## src/rtl/wb_port_arbiter.sv

```systemverilog
// wb_port_arbiter: shares the register-file write port between the WB stage
// and the MDU. MDU results are queued and drained in idle pipe slots. A head
// blocked for MAX_WAIT cycles forces a one-cycle registered pipe stall.
// Optional feature: define WB_ARB_BYPASS_EN to write an MDU result straight
// through when the queue is empty and the pipe slot is idle.
module wb_port_arbiter #(
  parameter int DEPTH    = 4,
  parameter int MAX_WAIT = 8
) (
  input  logic                     clk,
  input  logic                     rst,
  input  logic                     pipe_we,
  input  logic [4:0]               pipe_rd,
  input  logic [31:0]              pipe_wdata,
  input  logic                     mdu_valid,
  output logic                     mdu_ready,
  input  logic [4:0]               mdu_rd,
  input  logic [31:0]              mdu_wdata,
  output logic                     rf_we,
  output logic [4:0]               rf_waddr,
  output logic [31:0]              rf_wdata,
  output logic                     stall_pipe,
  output logic [$clog2(DEPTH):0]   q_count,
  input  logic [4:0]               rs1_addr,
  input  logic [4:0]               rs2_addr,
  output logic                     rs1_pending,
  output logic                     rs2_pending
);
  localparam int PW = $clog2(DEPTH);
  localparam int CW = PW + 1;
  localparam int AW = $clog2(MAX_WAIT + 1);

  typedef enum logic [1:0] {IDLE, WAIT, STEAL} state_t;

  logic [4:0]       q_rd   [DEPTH];
  logic [31:0]      q_data [DEPTH];
  logic [DEPTH-1:0] q_vld;
  logic [PW-1:0]    wptr, rptr;
  state_t           state;
  logic [AW-1:0]    age;
  logic [AW-1:0]    age_inc;

  logic pipe_busy, head_valid, pop, push, accept, bypass, blocked;

  assign pipe_busy  = pipe_we && (pipe_rd != 5'd0) && !stall_pipe;
  assign head_valid = (q_count != '0);
  assign mdu_ready  = !rst && (q_count < CW'(DEPTH));
  assign accept     = mdu_valid && mdu_ready;
  // During a steal pipe_busy is forced low, so the head always wins the port.
  assign pop        = head_valid && !pipe_busy;
  assign blocked    = head_valid && pipe_busy;
  assign age_inc    = age + AW'(1);

`ifdef WB_ARB_BYPASS_EN
  assign bypass = !head_valid && !pipe_busy && !stall_pipe && accept &&
                  (mdu_rd != 5'd0);
`else
  assign bypass = 1'b0;
`endif

  // Results for x0 are swallowed; bypassed results never enter the queue.
  assign push = accept && (mdu_rd != 5'd0) && !bypass;

  // Write-port grant: pipe slot, then queue head, then bypassed MDU result.
  always_comb begin
    rf_we    = 1'b0;
    rf_waddr = 5'd0;
    rf_wdata = 32'd0;
    if (!rst) begin
      if (pipe_busy) begin
        rf_we    = 1'b1;
        rf_waddr = pipe_rd;
        rf_wdata = pipe_wdata;
      end else if (head_valid) begin
        rf_we    = 1'b1;
        rf_waddr = q_rd[rptr];
        rf_wdata = q_data[rptr];
      end else if (bypass) begin
        rf_we    = 1'b1;
        rf_waddr = mdu_rd;
        rf_wdata = mdu_wdata;
      end
    end
  end

  // Queue payload storage; validity is tracked separately so no reset needed.
  always_ff @(posedge clk) begin
    if (push) begin
      q_rd[wptr]   <= mdu_rd;
      q_data[wptr] <= mdu_wdata;
    end
  end

  // Queue pointers, per-entry valid bits and occupancy count.
  always_ff @(posedge clk or posedge rst) begin
    if (rst) begin
      wptr    <= '0;
      rptr    <= '0;
      q_vld   <= '0;
      q_count <= '0;
    end else begin
      if (push) begin
        wptr        <= wptr + PW'(1);
        q_vld[wptr] <= 1'b1;
      end
      if (pop) begin
        rptr        <= rptr + PW'(1);
        q_vld[rptr] <= 1'b0;
      end
      case ({push, pop})
        2'b10:   q_count <= q_count + CW'(1);
        2'b01:   q_count <= q_count - CW'(1);
        default: q_count <= q_count;
      endcase
    end
  end

  // Steal FSM: age counts blocked cycles; reaching MAX_WAIT raises a
  // one-cycle registered stall that hands the port to the queue head.
  always_ff @(posedge clk or posedge rst) begin
    if (rst) begin
      state      <= IDLE;
      age        <= '0;
      stall_pipe <= 1'b0;
    end else begin
      case (state)
        IDLE, WAIT: begin
          if (blocked) begin
            if (age_inc == AW'(MAX_WAIT)) begin
              state      <= STEAL;
              age        <= '0;
              stall_pipe <= 1'b1;
            end else begin
              state <= WAIT;
              age   <= age_inc;
            end
          end else begin
            state <= IDLE;
            age   <= '0;
          end
        end
        STEAL: begin
          state      <= IDLE;
          age        <= '0;
          stall_pipe <= 1'b0;
        end
        default: begin
          state      <= IDLE;
          age        <= '0;
          stall_pipe <= 1'b0;
        end
      endcase
    end
  end

  // Source-operand lookup against queued entries and the incoming result.
  always_comb begin
    rs1_pending = 1'b0;
    rs2_pending = 1'b0;
    for (int i = 0; i < DEPTH; i++) begin
      if (q_vld[i] && (q_rd[i] == rs1_addr)) rs1_pending = 1'b1;
      if (q_vld[i] && (q_rd[i] == rs2_addr)) rs2_pending = 1'b1;
    end
    if (mdu_valid && (mdu_rd == rs1_addr)) rs1_pending = 1'b1;
    if (mdu_valid && (mdu_rd == rs2_addr)) rs2_pending = 1'b1;
    if (rs1_addr == 5'd0) rs1_pending = 1'b0;
    if (rs2_addr == 5'd0) rs2_pending = 1'b0;
  end

endmodule
```

## config.mk

```make
export PLATFORM = sky130hd
export DESIGN_NAME = wb_port_arbiter
export DESIGN_NICKNAME = d
export VERILOG_FILES = /design/src/rtl/wb_port_arbiter.sv
export SDC_FILE = /design/constraint.sdc
export NUM_CORES = 1
export LEC_CHECK = 0
export CAP_MARGIN = 20
export CORE_MARGIN = 3
export CORE_UTILIZATION = 45
export CTS_CLUSTER_DIAMETER = 30
export DETAILED_ROUTE_END_ITERATION = 12
export GPL_TIMING_DRIVEN = 1
export PLACE_DENSITY_LB_ADDON = 0.3
export SETUP_SLACK_MARGIN = 0.15
export SLEW_MARGIN = 30
export SYNTH_ARGS = -nofsm -noshare
export SYNTH_HDL_FRONTEND = slang
export SYNTH_SLANG_ARGS = --single-unit
export TNS_END_PERCENT = 1
```

## constraint.sdc

```tcl
create_clock -name clk -period 3.1 [get_ports clk]
set_clock_uncertainty 0.05 [all_clocks]
set_input_delay 0.62 -clock clk [delete_from_list [all_inputs] [get_ports clk]]
set_output_delay 0.62 -clock clk [all_outputs]
set_load 0.05 [all_outputs]
```

Word-level counts from Yosys, hierarchy flattened

Memories as Yosys holds them, arrays and structs flattened.
Cells that the tools add are included.
Widths: inputs -> output; s select.

Register bits: 18
Bits in writable memories: 148
Output and inout port bits: 45
Memories kept: 2

Add/sub/neg operators: 5
$lt $le $gt $ge: 5
Equal/unequal tests: 16
Multiplexer cells: 39
Bitwise logic cells: 3
Reductions and logical operators: 31

Memory list:

| memory | depth | bits a word | rd ports | clocked after memory_dff | wr ports | line | source |
|---|---|---|---|---|---|---|---|
| q_data | 4     | 32          | 1        | 0                        | 1        | 36   | `logic [31:0] q_data [DEPTH];` |
| q_rd   | 4     | 5           | 5        | 0                        | 1        | 35   | `logic [4:0] q_rd [DEPTH];` |

Operators by type and width:

| cell                | number |
|---|---|
| $mux 32             | 3 |
| $eq 5x5->1          | 10 |
| $mux 1              | 22 |
| $mux 4              | 5 |
| $logic_and 1x1->1   | 19 |
| $mux 5              | 3 |
| $logic_not 5->1     | 2 |
| $reduce_bool 5->1   | 2 |
| $lt 2x3->1 const B  | 2 |
| $mux 2              | 3 |
| $pmux 3 s2          | 1 |
| $add 2x1->2 const B | 2 |
| $add 4x1->4 const B | 1 |
| $and 4x4->4         | 1 |
| $demux 1 s2         | 2 |
| $eq 2x1->1 const B  | 2 |
| $eq 4x4->1 const B  | 1 |
| $ge 2x1->1 const B  | 2 |
| $ne 2x2->1 const B  | 2 |
| $not 4->4           | 1 |
| $or 4x4->4          | 1 |
| $add 3x1->3 const B | 1 |
| $logic_not 1->1     | 3 |
| $lt 3x3->1 const B  | 1 |
| other kinds (7)     | 7 |

Longest topological paths before layout

Gate-level depths: netlist (run 1).
An unclocked memory read counts as a cell.

Depth in word-level cells: 9
Mapped depth: 9

Worst setup path after synthesis (run 1)

No wires, ideal clock.

Kind: reg2reg
From: register q_count[2]
To: memory q_data[0][0], enable pin
Setup time: 0.399 ns
Arrival time: 2.798 ns
Data required time: 2.651 ns
Setup slack: -0.146 ns
Cell stages (with the launch flop): 5
Cell sequence: dfrtp_1 -> nor2_1 -> nand2_1 -> a21oi_1 -> and2_1

Cells in the longest elaborated chain, start to end: 6

RTL lines:

| what                         | line | source |
|---|---|---|
| from (decl)                  | 23   | `output logic [$clog2(DEPTH):0] q_count,` |
| from (signal assigned)       | 111  | `2'b10: q_count <= q_count + CW'(1);` |
| from (signal assigned)       | 112  | `2'b01: q_count <= q_count - CW'(1);` |
| from (signal assigned)       | 113  | `default: q_count <= q_count;` |
| $lt 3x3->1                   | 47   | `assign mdu_ready = !rst && (q_count < CW'(DEPTH));` |
| $logic_and 1x1->1            | 47   |  |
| named net mdu_ready          | 16   | `output logic mdu_ready,` |
| $logic_and 1x1->1            | 48   | `assign accept = mdu_valid && mdu_ready;` |
| $logic_and 1x1->1            | 62   | `assign push = accept && (mdu_rd != 5'd0) && !bypass;` |
| $mux 1                       | 88   | `if (push) begin` |
| $mux 1 (implied by the code) | 90   | `q_data[wptr] <= mdu_wdata;` |
| to (decl)                    | 36   |  |

The timed path passes the listed nets, and every way through them passes these cells.

Worst setup path in the final report (run 1)

From: input port pipe_rd[2]
To: output port rf_wdata[13]

Cells in the longest elaborated chain, start to end: 5

RTL lines:

| what                           | line | source |
|---|---|---|
| from (decl)                    | 13   | `input logic [4:0] pipe_rd,` |
| $reduce_bool 5->1              | 45   | `assign pipe_busy = pipe_we && (pipe_rd != 5'd0) && !stall_pipe;` |
| $logic_and 1x1->1 (2 in a row) | 45   |  |
| $mux 32                        | 70   | `if (pipe_busy) begin` |
| $mux 32                        | 69   | `if (!rst) begin` |
| to (decl)                      | 21   | `output logic [31:0] rf_wdata,` |

No other way between the ends.

==> results.cfg, run 1 <==
[outcome]
status = completed

[sta]
achievable-frequency_ghz = 0.3325
relSlewSlack = 0.5493
tightest_slew_ns = 0.6754
worst_case_setup_margin_in_the_final_layout_ns = 0.09224
layout_worst_path_cycle_share = 0.9702
timing.final.max_slew_violations = 0
setup_total_negative_slack_ns = 0
timing.final.crit_period_ns = 3.008
grt_setup_unrepaired = true
finalSetupViolCount = 0
timing.final.hold_violations = 0

[synthesis]
ys_async_sr_fraction = 0.1030
synth.largest_area_cell = edfxtp_1
yosys-top-cells-count = edfxtp_1, nor2_1, xor2_1
netlist_instances = 451
yosys_most_used_dff = edfxtp_1
synth_xor_area_frac = 0.06811
synth_top_cell_area_share = 0.6064
synth-simple-area-share = 0.05992
mappedNetlistNets = 550
unique_masters_post_synth = 31
synth_area_per_cell_um2 = 16.25
synth_top_family_by_area = multiplexers
syn_area_um2 = 7330
synth_enable_flop_cells = 148
yosysWarnings = 0
ys_seq_area_frac = 0.6644
synth_adder_area_share = 0.01980
synth-seq-cells = 165
synth_most_common_cell = edfxtp_1
synth.area.top_cells = edfxtp_1, mux4_2, dfrtp_1
synthMuxAreaShare = 0.1152
synth_compound_area_frac = 0.05053

[floorplanning]
num_io_pins = 133
std_cell_rows = 46
chipHeight_um = 133.6
fp.coreArea_um2 = 15890
die-area_um2 = 17860
effective_utilization_at_floorplan = 0.4614
die_w_um = 133.6

[global_routing]
grt_pass1_wl_um = 27860
grt_met2_usage = 0.3459
grt.overflow.total = 0
use_met1 = 0.2817
grt_max_degree = 40
track_usage = 0.2086
grt_pass1_vias = 4829
grt_util_met3 = 0.04607
grt.busiest_layer = met2
grt_antenna_before_repair = 0

[route]
drt-initial-drc-count = 338
drc = 0
drt_wl_total_um = 17890
route.antenna.remaining_nets = 0
detailroute.via_count = 4595
wire_per_inst_um = 21.40
firstDrtPassIters = 5
detail_route.vias_per_cell = 5.496

[place]
place.gp.congestion = 0.8678
placement.io_buffers = 132
detailed_place.area_um2 = 9465
dp_cells = 794
hpwl_detailed_um = 11850
placement.setup.worst_slack_ns = -0.2535

[worst_setup_path]
setup.worst_path.class = input port to output port
path_max_fanout = 6
setup.worst_path.end_class = output port
cp-start-kind = input port
critical_path_arrival_ns = 2.34
critical_path_rt_ns = 2.43

[finish]
n_antenna_cell = 0
final_core_util = 0.6477
postLayoutCellArea_um2 = 10290
layoutNonFillerInstCount = 836
multi_input_combinational_cell_area_um2 = 2412
fill_cells = 1134
seq_area_um2 = 4872
num-nets-final = 707
layout_cell_share_with_drive_strength_beyond_1 = 0.2887
area.growth.synth_to_final_pct = 40.37

[power]
power_per_cell_area_nw_per_um2 = 738.8
power.leakage_uw = 0.003672
vdd_ir_drop_max_mv = 0.4628

[job]
drv_cap = 0

[min_path]
min-delay-path-class = flop to flop

[cts]
cts.root.buffer_cell = clkbuf_16
h_tree_level_count = 4
later_pin_clock_latency_in_the_skew_report_ns = 0.41
clock_tree.buffer_depth = 2
cts_num_sinks = 165
cts-buffers-inserted = 17
hold_buffers = 0
clk_pin_slew_worst_paths_ns = 0.06
cts_tree = yes
## logic make-up after synthesis
kind of cell / Yosys count
DFF: 165
and+or+nand+nor: 92
xor gates and xnor gates: 57
AOI/OAI and AO/OA: 50
buffers and inverters: 38
muxes: 38
adders and majority gates: 11
## metrics by stage
step	hold slack [ns]	total power (uW)
CTS	0.3963	7659
global route	0.4235	7943
detailed placement	0.3806	5563
finish	0.3949	7601
global placement	0.3641	5519
floorplan	0.3540	4465
## where the power goes
group	total [uW]	internal, uW	switching, uW	leakage, uW
combinational	2910	1430	1480	0.00187
clock	1880	1100	785	0.000251
sequential	2820	2670	143	0.00155
## metal layers
metal / vias to the layer above / wire (um)
met2: 151 / 9178
met5: - / 0
met4: 0 / 241
li1: 2060 / -
met1: 2364 / 7579
met3: 20 / 895
## worst paths after layout
path	startpoint	endpoint	slack (ns)	cells past startpoint
max in group asynchronous	rst	rptr[0]$_DFFE_PP0N_	1.87	3
min reg2reg	state[1]$_DFF_PP0_	stall_pipe$_DFFE_PP0P_	0.39	1
max	pipe_rd[2]	rf_wdata[13]	0.09	10
min	state[1]$_DFF_PP0_	stall_pipe$_DFFE_PP0P_	0.39	1
min in group asynchronous	rst	q_count[0]$_DFFE_PP0P_	0.65	3
max reg2reg	q_count[0]$_DFFE_PP0P_	q_count[2]$_DFFE_PP0P_	0.75	10
## cells in the final DEF (no fill, tap or decap), types with 4 or more instances in the layout
cell type and n:
edfxtp_1 148, clkdlybuf4s50_1 80, buf_12 49, xor2_1 41, mux4_2 37, nor2_1 30
a22oi_1 28, buf_4 20, clkbuf_16 17, xnor2_1 16, nor2_2 16, dfrtp_1 15
nand3_1 12, ha_1 10, a22oi_2 9, nor4_1 9, inv_1 8, nand2_1 8
buf_6 6, clkbuf_1 5, and2_2 4, a2bb2oi_1 4, dlymetal6s2s_1 4
## worst max-delay path, cell delays in order
cell and delay, ns:
buf_6 0.10, or4_4 0.53, o21a_4 0.24, nor2_8 0.11, buf_12 0.13, buf_16 0.12
buf_8 0.12, a22oi_2 0.05, nor2_2 0.15, buf_12 0.15
## layout make-up
cell class / instances / area share
clock inverters: 9 / 0.007783
flip-flops and latches: 165 / 0.4736
multi-input cells: 248 / 0.2345
well taps: 216 / 0.02627
repair buffers: 168 / 0.2118
clock buffers: 22 / 0.04317
inverters: 8 / 0.002919
## state kept, by name, indices dropped and copies added (netlist names)
name / flops
q_count: 3
q_vld: 4
q_rd: 20
q_data: 128
state: 1
rptr: 2
stall_pipe: 1
age: 4
wptr: 2
## timing repair
item / CTS / global route
setup endpoints to repair: 40 / 40
endpoints found under the hold margin: 0 / 0
pin swaps: 13 / 2
setup buffers: 8 / 0
resized for setup: 52 / 13
cloned: 3 / 0
No activity file was read; power rests on OpenSTA's default activity.
==> inputs of run 2 (changes only) <==
--- a/config.mk
+++ b/config.mk
@@ -5,6 +5,7 @@
 export SDC_FILE = /design/constraint.sdc
 export NUM_CORES = 1
 export LEC_CHECK = 0
+export ABC_CLOCK_PERIOD_IN_PS = 3100
 export CAP_MARGIN = 20
 export CORE_MARGIN = 3
 export CORE_UTILIZATION = 45
@@ -13,7 +14,7 @@
 export GPL_TIMING_DRIVEN = 1
 export PLACE_DENSITY_LB_ADDON = 0.3
 export SETUP_SLACK_MARGIN = 0.15
-export SLEW_MARGIN = 30
+export SLEW_MARGIN = 20
 export SYNTH_ARGS = -nofsm -noshare
 export SYNTH_HDL_FRONTEND = slang
 export SYNTH_SLANG_ARGS = --single-unit
==> results of run 2 <==
Final layout, timing and power as in run 1 (identical DEF).
==> inputs of run 3 (changes only) <==
--- a/config.mk
+++ b/config.mk
@@ -8,13 +8,13 @@
 export ABC_CLOCK_PERIOD_IN_PS = 3100
 export CAP_MARGIN = 20
 export CORE_MARGIN = 3
-export CORE_UTILIZATION = 45
+export CORE_UTILIZATION = 53
 export CTS_CLUSTER_DIAMETER = 30
 export DETAILED_ROUTE_END_ITERATION = 12
 export GPL_TIMING_DRIVEN = 1
 export PLACE_DENSITY_LB_ADDON = 0.3
 export SETUP_SLACK_MARGIN = 0.15
-export SLEW_MARGIN = 20
+export SLEW_MARGIN = 15
 export SYNTH_ARGS = -nofsm -noshare
 export SYNTH_HDL_FRONTEND = slang
 export SYNTH_SLANG_ARGS = --single-unit
==> run 3 against run 2 <==
  * First-iteration DRC count up 19%
  * Via count grew 2.9%
  * Wire length grew 0.83%
  * Largest cell class unchanged
  * Critical path depth did not move
  * Global-route usage up 3.3 points
  * Final area increased by 1.7%
  * Worst hold slack lost 0.0044 ns
  * Power up 3.4%
  * Clock power increased by 9.6%
  * Worst setup slack got worse by 0.071 ns
  * Non-clock buffer count increased by 3
==> results.cfg, run 3 (synthesis results as in run 1) <==
[sta]
relSlewSlack = 0.5373
timing.final.crit_period_ns = 3.079
achievable-frequency_ghz = 0.3248
tightest_slew_ns = 0.6932
finalSetupViolCount = 0
grt_setup_unrepaired = true
timing.final.max_slew_violations = 0
timing.final.hold_violations = 0
layout_worst_path_cycle_share = 0.9931

[finish]
area.growth.synth_to_final_pct = 42.69
layoutNonFillerInstCount = 800
num-nets-final = 710
postLayoutCellArea_um2 = 10460
n_antenna_cell = 0
most_common_cell_after_layout_fill_and_taps_aside = edfxtp_1
layout_common_cells = edfxtp_1, clkdlybuf4s50_1, xor2_1, mux4_2, buf_12
layout_cell_share_with_drive_strength_beyond_1 = 0.3125
final_core_util = 0.7805
largest_reg_flops = 128
top_regs = q_data (128), q_rd (20)
largest-register = q_data

[route]
detail_route.vias_per_cell = 5.910
detailroute.via_count = 4728
route.antenna.remaining_nets = 0
wire_per_inst_um = 22.55
drc = 0
drt_wl_total_um = 18040
drt-initial-drc-count = 402
firstDrtPassIters = 5

[min_path]
hold_path_depth = 1
min-delay-path-class = flop to flop

[cts]
cts_num_sinks = 165
cts_tree = yes
clk_pin_slew_worst_paths_ns = 0.06
cts.root.buffer_cell = clkbuf_16
clock_tree.buffer_depth = 2
later_pin_clock_latency_in_the_skew_report_ns = 0.42
cts-buffers-inserted = 17
h_tree_level_count = 4
hold_buffers = 0

[floorplanning]
die-area_um2 = 15280
effective_utilization_at_floorplan = 0.5470
chipHeight_um = 123.6
fp.coreArea_um2 = 13400
die_w_um = 123.6
std_cell_rows = 42
num_io_pins = 133

[worst_setup_path]
setup.worst_path.class = input port to output port
critical_path_arrival_ns = 2.41
setup.worst_path.end_class = output port
cp-start-kind = input port
timing.reg2reg.worst_path_depth = 12
path_max_fanout = 6
rrSetupSlack_ns = 0.48
critical_path_rt_ns = 2.43

[power]
power.leakage_uw = 0.003811
pwr-share-clk = 0.261
internal_power_uw = 5399
switching_power_uw = 2465
power.combinational.fraction = 0.377
switching_share = 0.3135
vdd_ir_drop_max_mv = 0.4247
power_frac_seq = 0.362
power_per_cell_area_nw_per_um2 = 751.9

[global_routing]
grt.overflow.total = 0
grt_pass1_wl_um = 26850
grt_max_degree = 40
track_usage = 0.2420
grt_antenna_before_repair = 0
grt_pass1_vias = 4855

[place]
place.gp.congestion = 0.9496
placement.io_buffers = 132
hpwl_detailed_um = 11210
detailed_place.area_um2 = 9400
dp_cells = 755

[job]
drv_cap = 0

[outcome]
status = completed
[run 3: cell types whose count changed in the layout (fill, tap and decap cells not counted), moves of 6 or more]
cell	previous run	this run
buf_12	49	37
clkbuf_16	17	28
clkdlybuf4s50_1	80	73
dlymetal6s2s_1	4	11
a22oi_1	28	22
a22oi_2	9	15
[run 3: area by class of cell]
class,count,area (um^2)
flip-flops and latches,165,4872
fillers,716,2942
multi-input cells,248,2459
repair buffers,171,2296
clock buffers,25,485.5
well taps,176,220.2
clock inverters,7,96.34
inverters,8,30.03
[run 3: per-stage QoR]
step                worst slack [ns]  setup TNS (ns)  power, uW  hold WS (ns)
floorplan                    -0.1460          -16.28       4465        0.3540
global placement             -0.1445          -4.365       5461        0.3621
detailed placement           -0.1977          -5.639       5529        0.3774
CTS                          0.05912               0       7810        0.3824
global route                -0.01654        -0.02622       8174        0.4229
finish                       0.02127               0       7864        0.3905
[run 3: worst max-delay path: stages]
cell and delay, ns:
buf_6 0.09, or4_4 0.54, o21a_4 0.24, nor2_8 0.10
buf_12 0.12, buf_8 0.10, buf_12 0.12, a22oi_1 0.07
nor2_1 0.19, clkbuf_16 0.21
[run 3: power by group through the flow]
stage	Combinational, uW	Sequential, uW	Clock, uW
final	2960	2840	2060
after global routing	3150	2870	2160
after CTS	2900	2840	2080
after detailed placement	2650	2880	0
after global placement	2590	2870	0
after floorplan	1590	2880	0
[run 3: per-layer routing]
layer,up-vias,part of all wire,track usage
li1,2073,-,-
met1,2402,0.40,0.3269
met2,216,0.51,0.3927
met3,37,0.068,0.05359
met4,0,0.020,0.08512
met5,-,0,0
[run 3: timing repair]
action,CTS,global route
pin swaps,14,25
setup buffers,8,0
gates resized for setup,48,45
cloned,4,1
setup endpoints to repair,40,41
[run 3: path summary, 6_finish.rpt]
kind	startpoint	end
setup / recovery	pipe_rd[4]	rf_wdata[8]
hold / removal	state[1]$_DFF_PP0_	stall_pipe$_DFFE_PP0P_
setup reg to reg	q_count[0]$_DFFE_PP0P_	q_count[2]$_DFFE_PP0P_
hold reg to reg	state[1]$_DFF_PP0_	stall_pipe$_DFFE_PP0P_
max in group asynchronous	rst	rptr[1]$_DFFE_PP0N_
min in group asynchronous	rst	q_vld[2]$_DFF_PP0_
